## src/rtl/ysyx_25020047_pkg.sv

```systemverilog
// ysyx_25020047_pkg: LSU op codes and FSM state encoding
package ysyx_25020047_pkg;
    localparam logic [3:0] LSU_LB  = 4'h0;
    localparam logic [3:0] LSU_LH  = 4'h1;
    localparam logic [3:0] LSU_LW  = 4'h2;
    localparam logic [3:0] LSU_LBU = 4'h4;
    localparam logic [3:0] LSU_LHU = 4'h5;
    localparam logic [3:0] LSU_SB  = 4'h8;
    localparam logic [3:0] LSU_SH  = 4'h9;
    localparam logic [3:0] LSU_SW  = 4'hA;
    typedef enum logic [1:0] {LSU_IDLE, LSU_REQ, LSU_RESP, LSU_DONE} lsu_state_e;
endpackage

```

## src/rtl/ysyx_25020047_lsu_align.sv

```systemverilog
// ysyx_25020047_lsu_align: byte-lane strobes, store replication, load extraction and alignment check
module ysyx_25020047_lsu_align
    import ysyx_25020047_pkg::*;
(
    input  logic [3:0]  op,
    input  logic [1:0]  addr_lo,
    input  logic [31:0] wdata,
    input  logic [31:0] rdata,
    output logic [3:0]  wstrb,
    output logic [31:0] lane_wdata,
    output logic [31:0] ldata,
    output logic        misalign
);
    logic        legal;
    logic [31:0] sh;
    always_comb begin
        legal      = op inside {LSU_LB, LSU_LH, LSU_LW, LSU_LBU, LSU_LHU, LSU_SB, LSU_SH, LSU_SW};
        // illegal codes are folded into the fault path so they never reach the bus
        misalign   = !legal || (op[1:0] == 2'd1 && addr_lo[0]) || (op[1:0] == 2'd2 && addr_lo != 2'd0);
        sh         = rdata >> {addr_lo, 3'b000};
        wstrb      = !op[3] ? 4'b0000 :
                     op[1:0] == 2'd0 ? 4'b0001 << addr_lo :
                     op[1:0] == 2'd1 ? 4'b0011 << {addr_lo[1], 1'b0} : 4'b1111;
        lane_wdata = op[1:0] == 2'd0 ? {4{wdata[7:0]}} :
                     op[1:0] == 2'd1 ? {2{wdata[15:0]}} : wdata;
        ldata      = op[1:0] == 2'd0 ? {{24{sh[7] & !op[2]}}, sh[7:0]} :
                     op[1:0] == 2'd1 ? {{16{sh[15] & !op[2]}}, sh[15:0]} : sh;
    end
endmodule

```

## src/rtl/ysyx_25020047_lsu.sv

```systemverilog
// ysyx_25020047_lsu: multi-cycle load/store unit on a req/gnt/rvalid bus
module ysyx_25020047_lsu
    import ysyx_25020047_pkg::*;
#(
    parameter int ADDR_W = 32,
    parameter int DATA_W = 32
) (
    input  logic              clk,
    input  logic              rst_n,
    input  logic              in_valid,
    output logic              in_ready,
    input  logic [3:0]        in_op,
    input  logic [ADDR_W-1:0] in_addr,
    input  logic [DATA_W-1:0] in_wdata,
    input  logic [4:0]        in_rd,
    output logic              mem_req,
    output logic              mem_we,
    output logic [ADDR_W-1:0] mem_addr,
    output logic [DATA_W-1:0] mem_wdata,
    output logic [3:0]        mem_wstrb,
    input  logic              mem_gnt,
    input  logic              mem_rvalid,
    input  logic [DATA_W-1:0] mem_rdata,
    output logic              out_valid,
    input  logic              out_ready,
    output logic [DATA_W-1:0] out_rdata,
    output logic [4:0]        out_rd,
    output logic              out_wen,
    output logic              out_misalign
);
    lsu_state_e        state;
    logic [3:0]        op_q;
    logic [1:0]        lo_q;
    logic [3:0]        wstrb;
    logic [DATA_W-1:0] lane, ldata;
    logic              mis;

    assign in_ready  = state == LSU_IDLE;
    assign mem_req   = state == LSU_REQ;
    assign out_valid = state == LSU_DONE;

    // the aligner sees the incoming op while idle and the latched op afterwards
    ysyx_25020047_lsu_align u_align (
        .op         (in_ready ? in_op : op_q),
        .addr_lo    (in_ready ? in_addr[1:0] : lo_q),
        .wdata      (in_wdata),
        .rdata      (mem_rdata),
        .wstrb      (wstrb),
        .lane_wdata (lane),
        .ldata      (ldata),
        .misalign   (mis)
    );

    always_ff @(posedge clk or negedge rst_n) begin
        if (!rst_n) begin
            state        <= LSU_IDLE;
            op_q         <= '0;
            lo_q         <= '0;
            mem_we       <= 1'b0;
            mem_addr     <= '0;
            mem_wdata    <= '0;
            mem_wstrb    <= '0;
            out_rdata    <= '0;
            out_rd       <= '0;
            out_wen      <= 1'b0;
            out_misalign <= 1'b0;
        end else begin
            case (state)
                LSU_IDLE: if (in_valid) begin
                    op_q         <= in_op;
                    lo_q         <= in_addr[1:0];
                    out_rd       <= in_rd;
                    out_misalign <= mis;
                    out_wen      <= 1'b0;
                    out_rdata    <= '0;
                    mem_we       <= in_op[3] && !mis;
                    mem_addr     <= {in_addr[ADDR_W-1:2], 2'b00};
                    mem_wdata    <= lane;
                    mem_wstrb    <= mis ? 4'b0000 : wstrb;
                    state        <= mis ? LSU_DONE : LSU_REQ;
                end
                LSU_REQ:  if (mem_gnt) state <= LSU_RESP;
                LSU_RESP: if (mem_rvalid) begin
                    out_rdata <= op_q[3] ? '0 : ldata;
                    out_wen   <= !op_q[3] && out_rd != 5'd0;
                    state     <= LSU_DONE;
                end
                LSU_DONE: if (out_ready) state <= LSU_IDLE;
                default:  state <= LSU_IDLE;
            endcase
        end
    end
endmodule

```

## config.mk

```make
export PLATFORM = sky130hd
export DESIGN_NAME = ysyx_25020047_lsu
export DESIGN_NICKNAME = d
export VERILOG_FILES = /design/src/rtl/ysyx_25020047_pkg.sv /design/src/rtl/ysyx_25020047_lsu_align.sv /design/src/rtl/ysyx_25020047_lsu.sv
export SDC_FILE = /design/constraint.sdc
export NUM_CORES = 1
export LEC_CHECK = 0
export ABC_AREA = 1
export CAP_MARGIN = 20
export CORE_MARGIN = 4
export CORE_UTILIZATION = 40
export DETAILED_ROUTE_END_ITERATION = 10
export PLACE_DENSITY = 0.74
export SLEW_MARGIN = 30
export SYNTH_ARGS = -nofsm -noshare
export SYNTH_HDL_FRONTEND = slang
export SYNTH_HIERARCHICAL = 1
export SYNTH_SLANG_ARGS = --single-unit
```

## constraint.sdc

```tcl
create_clock -name clk -period 2.6 [get_ports clk]
set_clock_uncertainty 0.2 [all_clocks]
set_input_delay 0.65 -clock clk [delete_from_list [all_inputs] [get_ports clk]]
set_output_delay 0.65 -clock clk [all_outputs]
set_load 0.005 [all_outputs]
```

# Word-level counts from Yosys, hierarchy flattened
# Index checks and enable logic that the tools add are counted.
word_totals:
  output_inout_bits: 111
  romBits: 0
  ramBits: 0
  reg_bits: 114
  latchBits: 0
  mem_count: 0
  in_bits: 111
op_classes:
  magnitude_cmp: 0
  muxes: 23
  mul: 0
  n_reduce_logical: 20
  n_div: 0
  add_sub_neg: 0
  bitwise: 2
  eq_ne: 16
  shift: 3
op_table:
  columns: ["op", "n"]
  rows:
  - ["2-to-1 mux 32 bit", 7]
  - ["one-hot mux 32 bit (2 select lines)", 1]
  - [">> shifter 32 x 5 -> 32 bit", 1]
  - ["2-to-1 mux 4 bit", 5]
  - ["equality test 4 bit (second input constant)", 3]
  - ["2-to-1 mux 2 bit", 6]
  - ["equality test 4 x 3 -> 1 bit (second input constant)", 2]
  - ["one-hot mux 2 bit (4 select lines)", 1]
  - ["nonzero test 8 bit", 1]
  - ["equality test 2 bit (second input constant)", 3]
  - ["nonzero test 5 bit", 1]
  - ["equality test 2 x 1 -> 1 bit (second input constant)", 2]
  - ["equality test 4 x 1 -> 1 bit (second input constant)", 1]
  - ["equality test 4 x 2 -> 1 bit (second input constant)", 1]
  - ["logical AND 1 bit", 4]
  - ["logical NOT 1 bit", 4]
  - ["logical NOT 2 bit", 2]
  - ["logical NOT 4 bit", 1]
  - ["inequality test 2 x 1 -> 1 bit (second input constant)", 2]
  - ["inequality test 2 bit (second input constant)", 2]
  - ["AND reduction 4 bit", 1]
  - ["nonzero test 2 bit", 2]
  - ["left shift 1 x 2 -> 4 bit (first input constant)", 1]
  - ["left shift 2 x 2 -> 4 bit (first input constant)", 1]
  - ["6 further kinds", 9]

# Logic depth before layout (Yosys ltp)
# Gate-level depths: netlist (run 1).
depth:
  word_depth: 10
  mapped_depth: 16
  depth_no_buf: 15

# By module
# The synthesis (run 1) kept the hierarchy.
modules_own_cells:
  columns: ["mod", "area_per_inst_um2", "cells_each", "seq_area_each_um2", "instances"]
  rows:
  - ["ysyx_25020047_lsu", 4494.3, 521, 2852.7, 1]
  - ["ysyx_25020047_lsu_align", 1171.1, 260, 0.0, 1]

# Worst setup path before layout (run 1)
# OpenSTA, ideal clock, no wires.
synth_path:
  path_kind: "reg-to-reg"
  startpoint: "reg state[0]"
  endpoint: "reg mem_wstrb[3]"
  n_path_buf: 2
  setup_time_ps: 116
  setup_slack_ps: 20
  arrival_time_ps: 2263
  path_stages_with_launch: 12
  path_cell_list: "dfrtp_1 -> inv_1 -> ha_1 -> inv_1 -> clkbuf_1 -> o21ai_0 -> buf_2 -> a21oi_1 -> o22ai_1 -> nor3_2 -> nand2_1 -> nand2_1"
synth_between:
  elab_chain_len: 8
  word_cells_on_any_way: 28
synth_rtl:
  columns: ["element", "line_no", "text"]
  rows:
  - ["start: declaration", "ysyx_25020047_lsu.sv:31", "lsu_state_e state;"]
  - ["start signal: assignment", "ysyx_25020047_lsu.sv:80", "state <= mis ? LSU_DONE : LSU_REQ;"]
  - ["logical NOT 2 bit (*)", "ysyx_25020047_lsu.sv:38", "assign in_ready = state == LSU_IDLE;"]
  - ["named net in_ready", "ysyx_25020047_lsu.sv:11", "output logic in_ready,"]
  - ["2-to-1 mux 4 bit", "ysyx_25020047_lsu.sv:44", ".op (in_ready ? in_op : op_q),"]
  - ["equality test 4 x 1 -> 1 bit, or another cell as far along", "ysyx_25020047_lsu_align.sv:17", "legal = op inside {LSU_LB, LSU_LH, LSU_LW, LSU_LBU, LSU_LHU, LSU_SB, LSU_SH, LSU_SW};"]
  - ["nonzero test 8 bit", "ysyx_25020047_lsu_align.sv:17", null]
  - ["logical NOT 1 bit", "ysyx_25020047_lsu_align.sv:19", "misalign = !legal || (op[1:0] == 2'd1 && addr_lo[0]) || (op[1:0] == 2'd2 && addr_lo != 2'd0);"]
  - ["logical OR 1 bit", "ysyx_25020047_lsu_align.sv:19", null]
  - ["logical OR 1 bit (*)", "ysyx_25020047_lsu_align.sv:19", null]
  - ["named net mis", "ysyx_25020047_lsu.sv:36", "logic mis;"]
  - ["2-to-1 mux 4 bit (*)", "ysyx_25020047_lsu.sv:79", "mem_wstrb <= mis ? 4'b0000 : wstrb;"]
  - ["end signal: assignment", "ysyx_25020047_lsu.sv:79", null]
  - ["end: declaration", "ysyx_25020047_lsu.sv:20", "output logic [3:0] mem_wstrb,"]
# The timed path passes the listed nets; every way through them passes the cells marked *.
# A chain may end at the register's enable or synchronous reset.

# Worst setup path after layout (run 1)
layout_path:
  startpoint: "reg state[0]"
  endpoint: "out mem_req"
layout_between:
  elab_chain_len: 1
layout_rtl:
  columns: ["element", "line_no", "text"]
  rows:
  - ["equality test 2 x 1 -> 1 bit", "ysyx_25020047_lsu.sv:39", "assign mem_req = state == LSU_REQ;"]
  - ["end: declaration", "ysyx_25020047_lsu.sv:16", "output logic mem_req,"]
# No other way between the ends.

==> implementation parameters, run 1 <==
Parameter                              Value

Finish
  Ant. Diodes    0
  Proportion of layout cells with a drive suffix above 1    under 10%
  Final net count    1131
  Area growth from synthesis to layout    55.4%

STA
  Final period util    a little over nine tenths
  Time the final worst path needs with I/O delays and setup    around 2.5 ns
  Worst Tran Pin Value    about 0.54 ns
  Final setup violation count    0
  Final max-slew violation count    0
  Highest clock frequency the design can meet    between 0.4 and 0.5 GHz
  Number of hold violations in the final report    0
  Unrepaired setup endpoints after global routing    no
  Max_slew headroom    about 64%
  Worst path setup slack after routing    about 0.14 ns

Power
  Total power consumption of the routed design    about 11 mW
  Peak supply drop    roughly 0.65 mV
  Leakage power summed over all cells    ~4.6 nW
  Power density over the cells    1300 nW/µm²

Route
  Via density per instance    between 4 and 5
  Drt initial violations    423
  Total number of vias    5784
  Post-route ant nets    0
  Final Routed Wirelength    about 18000 µm
  First-pass detailed-route iteration total    5
  Average detailed-routed wire length per instance    roughly 15 µm
  Drt drc    0

Die
  IO Pins    about 220
  Area of the die    ~16000 µm²
  Core area    between 10000 and 15000 µm²
  Starting Density    between 40% and 50%
  Y dimension of the die    127 µm
  Horizontal extent of the die    about 130 µm
  Placement Rows    43

Global route
  GR Overflow Total    0
  Global-route wire length before repair    between 20000 and 30000 µm
  Antenna violations before repair    0
  Pin count of the biggest net entering global routing    between 70 and 80
  Total Routing Usage GR    22.7%
  Number of global-route vias before repair    a little under 6000

Placed design
  Minimum setup slack after placement    -0.0345 ns
  Dpl hpwl    roughly 13000 µm
  Routability congestion estimate from global placement    ~0.89
  Number of I/O port buffers    219

Critical path
  CP Launch Type    register
  Sequence of cells on the critical path    buf_4 -> ha_1 -> clkdlybuf4s50_1
  Category of the worst setup path capture point    output pin
  WP data arrival    1.61 ns
  Flop2flop setup slack    0.31 ns
  Required time at the endpoint of the critical path    between 1.5 and 2 ns
  Delay of the slowest cell on the worst path    ~0.45 ns
  Classification of the worst setup path    reg -> out
  Maximum fanout encountered on the critical timing path    3
  Number of cells traversed by the worst register-to-register path    14
  Critical-path top delay cell    clkdlybuf4s50_1

Clock network
  Clock tree from TritonCTS    built
  Reg clk slew, reported paths    approximately 0.06 ns
  Clk Latency, worst-skew pair    just over 0.4 ns
  Clock Tree Buf Depth    2
  Total of hold buffers inserted after clock tree synthesis    0
  CTS H-Tree Depth    4
  Number of sinks on the clock net    around 110
  Num CTS Buffers    17
  Buffer cell driving the clock tree root    clkbuf_16

Worst hold path
  Type of the most critical hold path    in -> async

Logic synthesis
  Synthesized netlist cell count    781
  Yosys cell types    26
  Warnings from Yosys    6
  Sequential share of the synthesized area    slightly above 50%
  Async set or reset register ratio after synthesis    100%
  Number of synthesized register bits    roughly 110
  Post-synthesis instance area    ~5700 µm²
  Cell types with the largest area share after synthesis    dfrtp_1, nand2_1, nand3_1
  EDFF count, synth    0
  Biggest area consumer among synthesized cells    dfrtp_1
  Mapped Avg Cell Area    about 7.3 µm²
  Commonest cells in the netlist    nand2_1, dfrtp_1, nand3_1
  Fraction of synthesized cell area taken by the top area cell type    50.4%
  Top_reg_cell synth    dfrtp_1
  Top-count cell post-synth    nand2_1

Status
  Status    complete, no violations

Flow run
  Max-cap violations    0
==> sequential cells by signal (all words and copies together), names as in the netlist <==
name          flops
lo_q              2
mem_addr         30
mem_wdata        32
mem_we            1
mem_wstrb         4
op_q              4
out_misalign      1
out_rd            5
out_rdata        32
out_wen           1
state             2
==> final cells by class <==
class / count / area [µm²]
Timing Repair Buffer: 261 / 2590
Clock buffer: 21 / 460
Sequential cell: 114 / 2850
Fill cell: 1247 / 5080
Multi-Input combinational cell: 589 / 2440
Tap cell: 180 / 225
Inverter: 33 / 124
Clock inverter: 9 / 108
==> kinds of logic (layout without fill, tap and decap cells) <==
logic type | Yosys count | count (layout) | share of synthesized area, %
AO/OA/AOI/OAI | 45 | 45 | 4.66
adder cells (fa/ha/maj) | 4 | 4 | 0.883
AND/OR/NAND/NOR | 538 | 538 | 37.2
flip-flops | 114 | 114 | 50.4
other | 1 | 2 | 0.0662
buffers and inverters | 79 | 324 | 6.80
==> metal layers <==
| layer | track usage [%] | vias to the layer above | share of wire [%] |
|---|---|---|---|
| met5 | 0 | - | 0 |
| met4 | 8.14 | 0 | 2.2 |
| met3 | 7.65 | 30 | 9.8 |
| met2 | 36.4 | 256 | 47 |
| met1 | 28.9 | 2641 | 41 |
| li1 | - | 2857 | - |
==> cells in the final DEF, fill, tap and decap left out, drive strengths merged, types with 7 or more instances in the layout <==
cell type,count
nand2,486
clkdlybuf4s50,217
dfrtp,114
buf,43
inv,34
nand3,32
o21ai,25
clkbuf,21
nor2,16
o211ai,8
a22oi,7
==> final timing paths <==
| path | start | end |
|---|---|---|
| setup / recovery | state[0] | mem_req |
| hold / removal | rst_n | out_rdata[31] |
| setup reg to reg | state[0] | out_rdata[11] |
| hold reg to reg | mem_addr[20] | mem_addr[20] |
| max in group asynchronous | rst_n | out_rdata[8] |
| min in group clk | mem_addr[20] | mem_addr[20] |
==> worst max-delay path: cells and delay by family (launching register included) <==
kind                     cells  cell delay (ns)
flip-flops                   1             0.39
adder cells (fa/ha/maj)      1             0.22
buffers and inverters        2             0.60
==> report_power, final <==
part	switching [mW]	internal, mW	total, mW
clock	0.815	1.45	2.26
combinational	3.14	2.94	6.08
sequential	0.472	2.59	3.07
total	4.43	6.98	11.4
==> per-stage QoR <==
| step | util, % | std cells | hold WS (ns) | setup TNS, ns | cell area, µm² |
|---|---|---|---|---|---|
| floorplan | - | 782 | 0.154 | 0 | 5670 |
| global placement | 59.2 | 1175 | 0.260 | 0 | 8210 |
| detailed placement | 59.2 | 1175 | 0.264 | -0.114 | 8210 |
| CTS | 63.3 | 1205 | 0.0278 | 0 | 8780 |
| global route | 63.4 | 1207 | 0.0545 | 0 | 8800 |
| finish | 63.4 | 1207 | 0.0291 | 0 | 8800 |
==> repair_timing <==
| action | 4_1_cts | 5_1_grt |
|---|---|---|
| buffers inserted | 0 | 2 |
| resized for setup | 0 | 4 |
| setup endpoints to repair | 0 | 10 |
Power figures use the tool's default switching activity.
==> run 2, diff against run 1 <==
CORE_MARGIN = 5   (was 4)
==> implementation parameters, run 2 (same netlist as run 1, synthesis figures left out) <==
Parameter                              Value

Critical path
  Number of cells traversed by the worst register-to-register path    13 (-1)
  Critical-path top delay cell    clkdlybuf4s50_1
  Sequence of cells on the critical path    buf_4 -> ha_1 -> clkdlybuf4s50_1
  Required time at the endpoint of the critical path    1.75 ns (about the same)
  Worst flop-to-flop path startpoint    state[1]
  Flop2flop setup slack    0.17 ns (-0.14 ns)
  WP data arrival    1.60 ns (about the same)
  Endpoint of the most critical register-to-register path    state[1]
  CP Launch Type    register
  Classification of the worst setup path    reg -> out
  Maximum fanout encountered on the critical timing path    4 (+1)
  Category of the worst setup path capture point    output pin
  Cell family contributing the most delay on the critical path    buffers and inverters
  Delay of the slowest cell on the worst path    0.45 ns (about the same)
  Bufs and invs on worst path    2 (unchanged)

Power
  Total power consumption of the routed design    11.7 mW (+2.6%)
  Leakage power summed over all cells    4.61 nW (+1.0%)
  Power density over the cells    1310 nW/µm² (+1.4%)
  Peak supply drop    0.834 mV (+28%)

Global route
  Total Routing Usage GR    22.2% (-0.50 points)
  Global-route wire length before repair    29200 µm (+0.35%)
  Antenna violations before repair    0 (unchanged)
  Pin count of the biggest net entering global routing    80 (+13%)
  Number of global-route vias before repair    5728 (-2.2%)
  GR Overflow Total    0 (unchanged)

Clock network
  Num CTS Buffers    17 (unchanged)
  Buffer cell driving the clock tree root    clkbuf_16
  Clock tree from TritonCTS    built
  Reg clk slew, reported paths    0.05 ns (about the same)
  Clock Tree Buf Depth    2 (unchanged)
  CTS H-Tree Depth    4 (unchanged)
  Clk Latency, worst-skew pair    0.41 ns (about the same)
  Number of sinks on the clock net    114 (unchanged)

Worst hold path
  End point of the most critical hold path    out_rdata[18]
  Count of cells along the worst hold path    2
  Type of the most critical hold path    reg -> reg
  Startpoint of the most critical hold path    out_rdata[18]

Route
  Total number of vias    5826 (+0.73%)
  Average detailed-routed wire length per instance    15.4 µm (+2.0%)
  First-pass detailed-route iteration total    5 (unchanged)
  Drt initial violations    472 (+12%)
  Final Routed Wirelength    18600 µm (+2.2%)
  Via density per instance    4.81 (+0.48%)
  Drt drc    0 (unchanged)
  Post-route ant nets    0 (unchanged)

Finish
  Final cell count without fillers    1210 (+0.25%)
  Largest registers    mem_wdata: 32 flops, out_rdata: 32 flops, mem_addr: 30 flops
  Top library cells by usage in the layout, fill and taps aside    nand2_1, clkdlybuf4s50_1, dfrtp_1, buf_4, nand3_1
  Layout Cell Area excl Fill    8900 µm² (+1.1%)
  Storage element area    2850 µm² (unchanged)
  Count of filler cells inserted in the layout    1255 (+0.64%)
  Final Util    64.1% (+0.70 points)
  Area growth from synthesis to layout    57.1%
  Most common cell after layout, fill and taps aside    nand2_1
  Proportion of layout cells with a drive suffix above 1    9.51% (+0.46 points)
  Ant. Diodes    0 (unchanged)
  Final net count    1134 (+0.27%)
  Multi-input logic area    2450 µm² (+0.41%)

STA
  Worst path setup slack after routing    0.148 ns (+0.00491 ns)
  Total Negative Setup Slacks    0 ns (unchanged)
  Highest clock frequency the design can meet    0.408 GHz (+0.20%)
  Number of hold violations in the final report    0 (unchanged)
  Final setup violation count    0 (unchanged)
  Unrepaired setup endpoints after global routing    no
  Final max-slew violation count    0 (unchanged)
  Final period util    94.3% (-0.19 points)
  Time the final worst path needs with I/O delays and setup    2.45 ns (-0.00491 ns)
  Worst Hold Slack    0.274 ns (+0.245 ns)

Flow run
  Max-cap violations    0 (unchanged)

Die
  Starting Density    40.8% (unchanged)
  Placement Rows    43 (unchanged)
  Horizontal extent of the die    129 µm (+1.6%)
  IO Pins    222 (unchanged)
  Y dimension of the die    129 µm (+1.6%)
  Area of the die    16600 µm² (+3.2%)
  Core area    13900 µm² (unchanged)

Status
  Status    complete, no violations

Placed design
  Number of I/O port buffers    219 (unchanged)
  Minimum setup slack after placement    -0.0326 ns (+0.00191 ns)
  Placed Cells incl. Taps    1173 (-0.17%)
  Placement-stage cell area    8210 µm² (about the same)
  Routability congestion estimate from global placement    0.902 (+1.1%)
  Dpl hpwl    13300 µm (+0.37%)
==> run 2: final cells by class <==
class                           instances  area share (%)
Sequential cell                       114            32.1
Inverter                               33            1.43
Clock inverter                         11            1.81
Timing Repair Buffer                  264            29.6
Multi-Input combinational cell        589            27.5
Tap cell                              180            2.53
Clock buffer                           19            5.09
==> run 2: worst max path at each step <==
| stage | startpoint | cells after the start | end | slack (ns) |
|---|---|---|---|---|
| floorplan | state[0] | 11 | mem_wstrb[3] | 0.02 |
| global placement | in_addr[0] | 14 | out_rdata[20] | 0.01 |
| detailed placement | in_addr[0] | 11 | mem_wstrb[1] | -0.03 |
| CTS | state[1] | 4 | in_ready | 0.0009 |
| global route | state[1] | 15 | state[1] | 0.02 |
| finish | state[1] | 3 | out_valid | 0.15 |
==> run 2: report_power, final <==
| group | total [mW] | switching [mW] | internal (mW) |
|---|---|---|---|
| Combinational | 6.20 | 3.20 | 3.01 |
| Sequential | 3.06 | 0.464 | 2.59 |
| Clock | 2.44 | 0.808 | 1.63 |
==> run 2: tightest hold or removal path, cell delays in order (launching register included) <==
cell and delay, ns:
dfrtp_1 0.34, nand2_1 0.05, nand2_1 0.05
==> run 2: metal layers <==
| layer | vias to the layer above | routed length, µm | global-route usage [%] |
|---|---|---|---|
| li1 | 2867 | - | - |
| met1 | 2658 | 7670 | 28.1 |
| met2 | 259 | 8520 | 35.2 |
| met3 | 42 | 1960 | 8.29 |
| met4 | 0 | 427 | 7.78 |
| met5 | - | 0 | 0 |
==> run 2: timing repair <==
item	4_1_cts	5_1_grt
setup buffers	1	5
setup endpoints to repair	1	21
hold endpoints to repair	28	0
pin swaps	0	1
resized for setup	0	6
hold buffers	1	0
==> run 3, diff against run 2 <==
ABC_CLOCK_PERIOD_IN_PS = 2600   (was not set)
GPL_TIMING_DRIVEN = 0   (was not set)
==> implementation parameters, run 3 (same netlist as run 1, synthesis figures left out) <==
Parameter                              Value

Worst hold path
  Startpoint of the most critical hold path    mem_wdata[18]
  Type of the most critical hold path    reg -> reg
  End point of the most critical hold path    mem_wdata[18]
  Count of cells along the worst hold path    2 (unchanged)

Finish
  Ant. Diodes    0 (unchanged)
  Final net count    1150 (+1.4%)
  Proportion of layout cells with a drive suffix above 1    10.7% (+1.2 points)
  Most common cell after layout, fill and taps aside    nand2_1
  Final cell count without fillers    1228 (+1.5%)
  Area growth from synthesis to layout    56.6%
  Top library cells by usage in the layout, fill and taps aside    nand2_1, clkdlybuf4s50_1, dfrtp_1, nand3_1, buf_4
  Largest registers    mem_wdata: 32 flops, out_rdata: 32 flops, mem_addr: 30 flops

STA
  Highest clock frequency the design can meet    0.399 GHz (-2.1%)
  Final max-slew violation count    0 (unchanged)
  Number of hold violations in the final report    0 (unchanged)
  Total Negative Setup Slacks    0 ns (unchanged)
  Worst path setup slack after routing    0.0944 ns (-0.0539 ns)
  Final setup violation count    0 (unchanged)
  Time the final worst path needs with I/O delays and setup    2.51 ns (+0.0539 ns)
  Worst Tran Pin Value    roughly 0.61 ns
  Max_slew headroom    roughly 59%
  Final period util    96.4% (+2.1 points)

Critical path
  WP data arrival    2.66 ns (+1.06 ns)
  Endpoint of the most critical register-to-register path    mem_wstrb[1]
  Number of cells traversed by the worst register-to-register path    15 (+2)
  Critical-path top delay cell    dfrtp_1
  Bufs and invs on worst path    6 (+4)
  Delay of the slowest cell on the worst path    0.40 ns (-0.05 ns)
  Required time at the endpoint of the critical path    2.75 ns (+1.00 ns)
  Cell family contributing the most delay on the critical path    simple AND/OR/NAND/NOR gates
  Maximum fanout encountered on the critical timing path    8 (+4)
  Flop2flop setup slack    0.09 ns (-0.08 ns)
  CP Launch Type    register
  Worst flop-to-flop path startpoint    state[1]
  Classification of the worst setup path    reg -> reg
  Dominant cell type by count on the critical path    nand2_1
  Category of the worst setup path capture point    register
  Sequence of cells on the critical path    inv_2 -> ha_4 -> inv_2 -> buf_6 -> nand2_1 -> o21ai_1 -> buf_4 -> nor2_4 -> clkinv_4 -> nor3_4 -> o22ai_2 -> nor3_2 -> buf_4 -> nand2_1 -> nand2_1

Route
  Post-route ant nets    0 (unchanged)
  First-pass detailed-route iteration total    5 (unchanged)
  Drt initial violations    399 (-15%)
  Average detailed-routed wire length per instance    15.4 µm (+0.55%)
  Via density per instance    4.85 (+0.75%)
  Total number of vias    5957 (+2.2%)
  Drt drc    0 (unchanged)
  Final Routed Wirelength    19000 µm (+2.0%)

Global route
  Antenna violations before repair    0 (unchanged)
  Number of global-route vias before repair    5943 (+3.8%)
  Pin count of the biggest net entering global routing    80 (unchanged)
  GR Overflow Total    0 (unchanged)
  Total Routing Usage GR    22.8% (+0.53 points)
  Global-route wire length before repair    29600 µm (+1.3%)

Placed design
  Routability congestion estimate from global placement    0.892 (-1.1%)
  Number of I/O port buffers    219 (unchanged)
  Dpl hpwl    14100 µm (+6.3%)
  Placed Cells incl. Taps    1182 (+0.77%)
  Minimum setup slack after placement    -0.555 ns (-0.522 ns)

Power
  Total power consumption of the routed design    11.4 mW (-2.3%)
  Leakage power summed over all cells    4.61 nW (about the same)
  Power density over the cells    1290 nW/µm² (-2.1%)
  Peak supply drop    0.619 mV (-26%)

Die
  IO Pins    222 (unchanged)
  Core area    13900 µm² (unchanged)
  Placement Rows    43 (unchanged)
  Starting Density    40.8% (unchanged)
  Horizontal extent of the die    129 µm (unchanged)
  Area of the die    16600 µm² (unchanged)
  Y dimension of the die    129 µm (unchanged)

Clock network
  Clk Latency, worst-skew pair    0.41 ns (about the same)
  Reg clk slew, reported paths    0.05 ns (about the same)
  Buffer cell driving the clock tree root    clkbuf_16
  Number of sinks on the clock net    114 (unchanged)
  CTS H-Tree Depth    4 (unchanged)
  Num CTS Buffers    17 (unchanged)
  Clock Tree Buf Depth    2 (unchanged)
  Clock tree from TritonCTS    built

Status
  Status    complete, no violations

Flow run
  Max-cap violations    0 (unchanged)
[run 3: changes by cell type in the layout (fill, tap and decap cells not counted), moves of 3 or more]
cell       change
clkbuf_2       +3
clkbuf_1       +9
clkinv_2       -3
buf_4         -13
buf_6          +4
bufinv_16      -3
buf_12         -8
clkbuf_8       +3
buf_2         +21
[run 3: worst reg2reg max path, stage by stage, from the launching register on]
cell and delay [ns]:
dfrtp_1 0.40, inv_2 0.09, ha_4 0.17, inv_2 0.07, buf_6 0.13, nand2_1 0.05, o21ai_1 0.07, buf_4 0.18
nor2_4 0.20, clkinv_4 0.10, nor3_4 0.12, o22ai_2 0.12, nor3_2 0.27, buf_4 0.16, nand2_1 0.05, nand2_1 0.05
[run 3: per-layer routing]
layer  vias up  share of wire [%]  track usage, %
met5         -                  0               0
met4         0                3.6            10.5
met3        51                 10            7.46
met2       285                 46            36.3
met1      2723                 40            28.2
li1       2898                  -               -
[run 3: through the flow]
step / hold slack [ns] / area, µm² / utilization, %
floorplan: 0.154 / 5670 / -
global placement: 0.261 / 8090 / 58.3
detailed placement: 0.264 / 8120 / 58.5
CTS: 0.279 / 8770 / 63.2
global route: 0.298 / 8870 / 63.9
finish: 0.275 / 8870 / 63.9
[run 3: layout make-up]
class / count / area, µm²
Clock inverter: 7 / 72.6
Tap cell: 180 / 225
Timing Repair Buffer: 234 / 2330
Multi-Input combinational cell: 589 / 2480
Sequential cell: 114 / 2850
Buffer: 46 / 278
Inverter: 33 / 129
Fill cell: 1275 / 5010
Clock buffer: 25 / 505
[run 3: worst max-delay path by stage]
stage	from	to	slack, ns	cells past startpoint
5_1_grt	state[1]	mem_wstrb[1]	-0.02	15
2_1_floorplan	state[0]	mem_wstrb[3]	0.02	11
3_3_place_gp	rst_n	mem_addr[31]	-3.82	1
6_report	state[1]	mem_wstrb[1]	0.09	15
3_5_place_dp	state[0]	mem_wstrb[3]	-0.55	11
4_1_cts	state[0]	mem_wstrb[1]	0.02	15
[run 3: power by group]
part           internal [mW]  switching (mW)  total (mW)
registers               2.59           0.463        3.06
clock network           1.44           0.815        2.26
logic                   2.84            3.28        6.11
total                   6.87            4.55        11.4
[run 3: repair_timing]
action / CTS / global route
endpoints found under the hold margin: 35 / 0
hold buffers: 1 / 0
buffers inserted: 2 / 10
pin swaps: 3 / 4
endpoints found under the setup margin: 63 / 35
cloned: 0 / 1
resized for setup: 18 / 11
==> variant 1 (config.mk and constraints of run 3) <==
Encoding of `lsu_state_e`: now one-hot (4 bits for 4 states).
--- a/src/rtl/ysyx_25020047_pkg.sv
+++ b/src/rtl/ysyx_25020047_pkg.sv
@@ -8,6 +8,6 @@
     localparam logic [3:0] LSU_SB  = 4'h8;
     localparam logic [3:0] LSU_SH  = 4'h9;
     localparam logic [3:0] LSU_SW  = 4'hA;
-    typedef enum logic [1:0] {LSU_IDLE, LSU_REQ, LSU_RESP, LSU_DONE} lsu_state_e;
+    typedef enum logic [3:0] {LSU_IDLE = 4'b0001, LSU_REQ = 4'b0010, LSU_RESP = 4'b0100, LSU_DONE = 4'b1000} lsu_state_e;
 endpackage
 
Formal check against the unedited RTL: no difference found for any inputs over 4 cycles, from zero or initial values and one cycle with rst_n low; so few cycles prove little.
==> variant 1 against run 3 <==
  * Wire length grew 2.2%
  * Worst setup slack worse by 0.027 ns
  * Sequential cell count is 2 higher
  * Synthesized area grew 3.2%
  * Non-clock buffer count is 1 higher
  * Final area is 3.1% higher
  * Hold slack about the same
  * Total power rose by 1.7%
==> variant 1: results <==
export IMPL_cts_htree_levels=4
export IMPL_p_int_w=0.006786
export IMPL_cp_startpoint="state[2]$_DFFE_PN0P_"
export IMPL_p_leak_nw=4.737
export IMPL_finalNetCount=1158
export IMPL_synth_top_cells_by_area="dfrtp_1 49%, nand2_1 29%, nand3_1 5.8%"
export IMPL_grt_max_degree=62
export IMPL_hold_depth=2
export IMPL_synth_seq_area_share=0.4968
export IMPL_grt_pass1_vias=5723
export IMPL_drc=0
export IMPL_timing_rr_start="state[0]$_DFFE_PN1P_"
export IMPL_ctsLongestPathBuffers=2
export IMPL_dr_pass1_iters=5
export IMPL_async_flop_share=1.000
export IMPL_timing_rr_end="out_rdata[21]$_DFFE_PN0P_"
export IMPL_period_needed_ns=2.533
export IMPL_cp_slowest_cell="clkdlybuf4s50_1"
export IMPL_crit_end="out_valid"
export IMPL_io_buffers=219
export IMPL_fin_tns_setup_ns=0
export IMPL_globalplace_congestion=0.9015
export IMPL_clock_latency_ns=0.41
export IMPL_drt_iter0_markers=414
export IMPL_relSlewSlack=0.5727
export IMPL_place_ws_ns=-0.4330
export IMPL_hpwl_um=14530
export IMPL_dpl_cell_area_um2=8304
export IMPL_status="finished clean"
export IMPL_wl_per_cell_um=15.57
export IMPL_worstRegToRegCells=16
export IMPL_vdd_ir_drop_worst_v=0.0006819
export IMPL_clk_pin_slew_worst_paths_ns=0.06
export IMPL_clockRootBuffer="clkbuf_16"
export IMPL_reg2reg_slack_ns=0.11
export IMPL_track_usage=0.2215
export IMPL_drive_gt1_frac=0.1255
export IMPL_yosysUniqueCellTypes=27
export IMPL_vias_per_cell=4.833
export IMPL_yosysWarnings=6
export IMPL_antenna_found_initial=1
export IMPL_cpPeakStageDelay_ns=0.54
export IMPL_cp_arrival_ns=1.68
export IMPL_synthTopCellsByCount="445 x nand2_1, 115 x dfrtp_1, 68 x nand3_1"
export IMPL_synth_ff_type="dfrtp_1"
export IMPL_crit_fanout=4
export IMPL_hp_class="register to register"
export IMPL_holdWs_ns=0.2752
export IMPL_grt_pass1_wl_um=29250
export IMPL_reg_top3="mem_wdata (32), out_rdata (32), mem_addr (30)"
export IMPL_cts_buffers=17
[variant 1: power by group through the flow]
stage	clock network, W	logic, W	registers (W)
detailed placement	0	0.00580	0.00280
CTS	0.00256	0.00599	0.00278
finish	0.00253	0.00632	0.00279
floorplan	0	0.00328	0.00283
global route	0.00265	0.00697	0.00285
global placement	0	0.00573	0.00279
[variant 1: worst max-delay path: cells and delay by family, from the launching register on]
family,cells,cell delay [ns]
buffers and inverters,1,0.54
flip-flops,1,0.44
AND/OR/NAND/NOR,1,0.28
[variant 1: worst min path at each step]
stage / startpoint / to
floorplan: rst_n / lo_q[0]$_DFFE_PN0P_
global placement: mem_wdata[24]$_DFFE_PN0P_ / mem_wdata[24]$_DFFE_PN0P_
detailed placement: mem_wdata[25]$_DFFE_PN0P_ / mem_wdata[25]$_DFFE_PN0P_
CTS: mem_wdata[24]$_DFFE_PN0P_ / mem_wdata[24]$_DFFE_PN0P_
global route: mem_addr[8]$_DFFE_PN0P_ / mem_addr[8]$_DFFE_PN0P_
finish: mem_addr[29]$_DFFE_PN0P_ / mem_addr[29]$_DFFE_PN0P_
[variant 1: what timing repair did]
| action | CTS | global route |
|---|---|---|
| setup buffers | 3 | 7 |
| hold buffers | 1 | 0 |
| endpoints found under the hold margin | 55 | 0 |
| setup endpoints to repair | 63 | 39 |
| gates resized for setup | 20 | 28 |
| pin swaps | 1 | 2 |
[variant 1: logic make-up after synthesis]
logic type	share of synthesized area
and+or+nand+nor	0.3739
DFF	0.4968
buffers and inverters	0.07962
AOI/OAI and AO/OA	0.04902
other	0.0006415
[variant 1: metrics by stage]
step                      total power (W)  instances    util
after floorplan                  0.006113        797       -
after global placement           0.008520       1200  0.5735
after detailed placement         0.008600       1201  0.5757
after CTS                         0.01133       1237  0.6250
after global routing              0.01247       1245  0.6345
final                             0.01163       1245  0.6345
[variant 1: cell type report]
class / instances / area, µm²
diodes: 1 / 2.502
inverters: 37 / 143.9
multi-input cells: 594 / 2562
clock inverters: 14 / 198.9
clock buffers: 18 / 439.2
plain buffers: 50 / 354.1
repair buffers: 231 / 2315
fillers: 1308 / 5273
well taps: 184 / 230.2
flip-flops and latches: 116 / 2905
[variant 1: routing by layer]
layer,part of all wire,vias up,GRT usage
met1,0.44,2772,0.2965
met2,0.47,205,0.3428
met3,0.067,38,0.05366
li1,-,3002,-
met5,0,-,0
met4,0.028,0,0.09679
==> variant 2 (config.mk and constraints of run 3) <==
Without the edit above. The parameter `ADDR_W` goes from 32 to 48.
--- a/src/rtl/ysyx_25020047_lsu.sv
+++ b/src/rtl/ysyx_25020047_lsu.sv
@@ -2,7 +2,7 @@
 module ysyx_25020047_lsu
     import ysyx_25020047_pkg::*;
 #(
-    parameter int ADDR_W = 32,
+    parameter int ADDR_W = 48,
     parameter int DATA_W = 32
 ) (
     input  logic              clk,
Interface: changed (resized in_addr and mem_addr); port bits go from 222 to 254. No check against the original RTL was run, so the function may have changed too.
==> variant 2 against run 3 <==
  * Global-route usage about the same
  * Fmax increased by 0.79%
  * Worst setup slack improved by 0.020 ns
  * Sequential cell count increased by 16
  * Final area increased by 11%
  * Critical endpoint is now out_valid
  * Wire length increased by 10%
  * Total power increased by 9.7%
  * Synthesized area increased by 11%
==> variant 2: results <==
export IMPL_reg2reg_slack_ns=0.14
export IMPL_synth_top_area_share=0.5178
export IMPL_pg_clk_w=0.00246
export IMPL_timing_rr_end="mem_wstrb[3]$_DFFE_PN0P_"
export IMPL_cts_htree_levels=4
export IMPL_synth_top_cells_by_area="dfrtp_1 52%, nand2_1 32%, nand3_1 2.4%"
export IMPL_seqPwrFrac=0.278
export IMPL_status="finished clean"
export IMPL_cpPeakStageDelay_ns=0.45
export IMPL_antenna_found_initial=0
export IMPL_cts_resized=17
export IMPL_wl_met1_um=8559
export IMPL_cp_arrival_ns=1.64
export IMPL_synthTopCellsByCount="531 x nand2_1, 130 x dfrtp_1, 30 x nand3_1"
export IMPL_io_buffers=251
export IMPL_hold_start="mem_addr[15]$_DFFE_PN0P_"
export IMPL_grt_max_degree=78
export IMPL_holdWs_ns=0.2755
export IMPL_clockRootBuffer="clkbuf_16"
export IMPL_finalNetCount=1263
export IMPL_p_int_w=0.007645
export IMPL_wl_per_cell_um=15.39
export IMPL_antennaDiodeCount=0
export IMPL_drt_iter0_markers=422
export IMPL_syn_area_per_cell_um2=7.400
export IMPL_wl_met2_um=9990
export IMPL_hpwl_um=15510
export IMPL_num_vias=6313
export IMPL_syn_area_um2=6282
export IMPL_cp_slowest_cell="clkdlybuf4s50_1"
export IMPL_crit_fanout=3
export IMPL_synth_ff_type="dfrtp_1"
export IMPL_cts_hold_buf=1
export IMPL_reg_top3="mem_addr (46), mem_wdata (32), out_rdata (32)"
export IMPL_globalplace_congestion=0.8737
export IMPL_grt_pass1_wl_um=32620
export IMPL_yosysWarnings=6
export IMPL_dr_wl_met3_um=1881
export IMPL_post_cts_buffers=2
export IMPL_whs_endpoint="mem_addr[15]$_DFFE_PN0P_"
export IMPL_layoutNonFillerInstCount=1356
export IMPL_n_fill_cell=1381
export IMPL_synth_seq_area_share=0.5178
export IMPL_track_usage=0.2278
export IMPL_critical_path_top_delay_family="buffers and inverters"
export IMPL_hold_depth=2
export IMPL_vdd_ir_drop_worst_v=0.0005570
export IMPL_drive_gt1_frac=0.1031
export IMPL_p_leak_nw=5.101
==> variant 2: changes by cell type after synthesis <==
cell      before  now
inv_1         25   24
inv_2          8    9
clkbuf_1      10    8
o21ai_1        4    5
buf_2         23   24
nand2_1      482  531
dfrtp_1      114  130
o21ai_0       21   20
buf_4         10   14
nand2_2        4    3
buf_6          3    4
==> variant 2: layer usage <==
metal / global-route usage / vias up
met2: 0.3780 / 225
met1: 0.2766 / 2888
met3: 0.08172 / 34
met4: 0.07447 / 0
li1: - / 3166
met5: 0 / -
==> variant 2: kinds of logic after synthesis <==
kind of cell / after synthesis / share of synthesized area
flops: 130 / 0.5178
buf+inv: 83 / 0.06752
simple gates: 586 / 0.3641
compound gates: 45 / 0.04202
other cells: 1 / 0.0005969
fa+ha+maj: 4 / 0.007967
==> variant 2: final cells by class <==
| class | instances | area share |
|---|---|---|
| Timing Repair Buffer | 263 | 0.2665 |
| Inverter | 33 | 0.01281 |
| Clock buffer | 20 | 0.04628 |
| Buffer | 50 | 0.03208 |
| Multi-Input combinational cell | 637 | 0.2703 |
| Clock inverter | 12 | 0.01560 |
| Sequential cell | 130 | 0.3297 |
| Tap cell | 211 | 0.02675 |
==> variant 2: worst max-delay path by stage <==
stage | to | slack, ns | cells past startpoint | startpoint
after floorplan | mem_wstrb[3]$_DFFE_PN0P_ | 0.008 | 11 | state[0]$_DFFE_PN0P_
after global placement | mem_addr[9]$_DFFE_PN0P_ | -4.65 | 1 | rst_n
after detailed placement | out_rdata[26]$_DFFE_PN0P_ | -0.62 | 11 | state[1]$_DFFE_PN0P_
after CTS | out_rdata[31]$_DFFE_PN0P_ | 0.003 | 14 | state[1]$_DFFE_PN0P_
after global routing | mem_wstrb[3]$_DFFE_PN0P_ | -0.0003 | 15 | state[0]$_DFFE_PN0P_
final | out_valid | 0.11 | 3 | state[0]$_DFFE_PN0P_
==> variant 2: worst reg2reg max path: cells and delay by family, from the launching register on <==
| family | cells | cell delay [ns] |
|---|---|---|
| compound gates | 2 | 0.20 |
| fa+ha+maj | 1 | 0.18 |
| buf+inv | 6 | 0.73 |
| flops | 1 | 0.40 |
| simple gates | 6 | 0.70 |
==> variant 2: per-stage QoR <==
stage / TNS [ns] / total power (W) / setup WS [ns] / utilization / instance area, µm²
after floorplan: 0 / 0.006615 / 0.007705 / - / 6286
after global placement: -621.06 / 0.009660 / -4.648 / 0.5917 / 9062
after detailed placement: -22.69 / 0.009752 / -0.6180 / 0.5939 / 9095
after CTS: 0 / 0.01242 / 0.003477 / 0.6387 / 9782
after global routing: -0.0002904 / 0.01352 / -0.0002904 / 0.6444 / 9868
final: 0 / 0.01253 / 0.1141 / 0.6444 / 9868
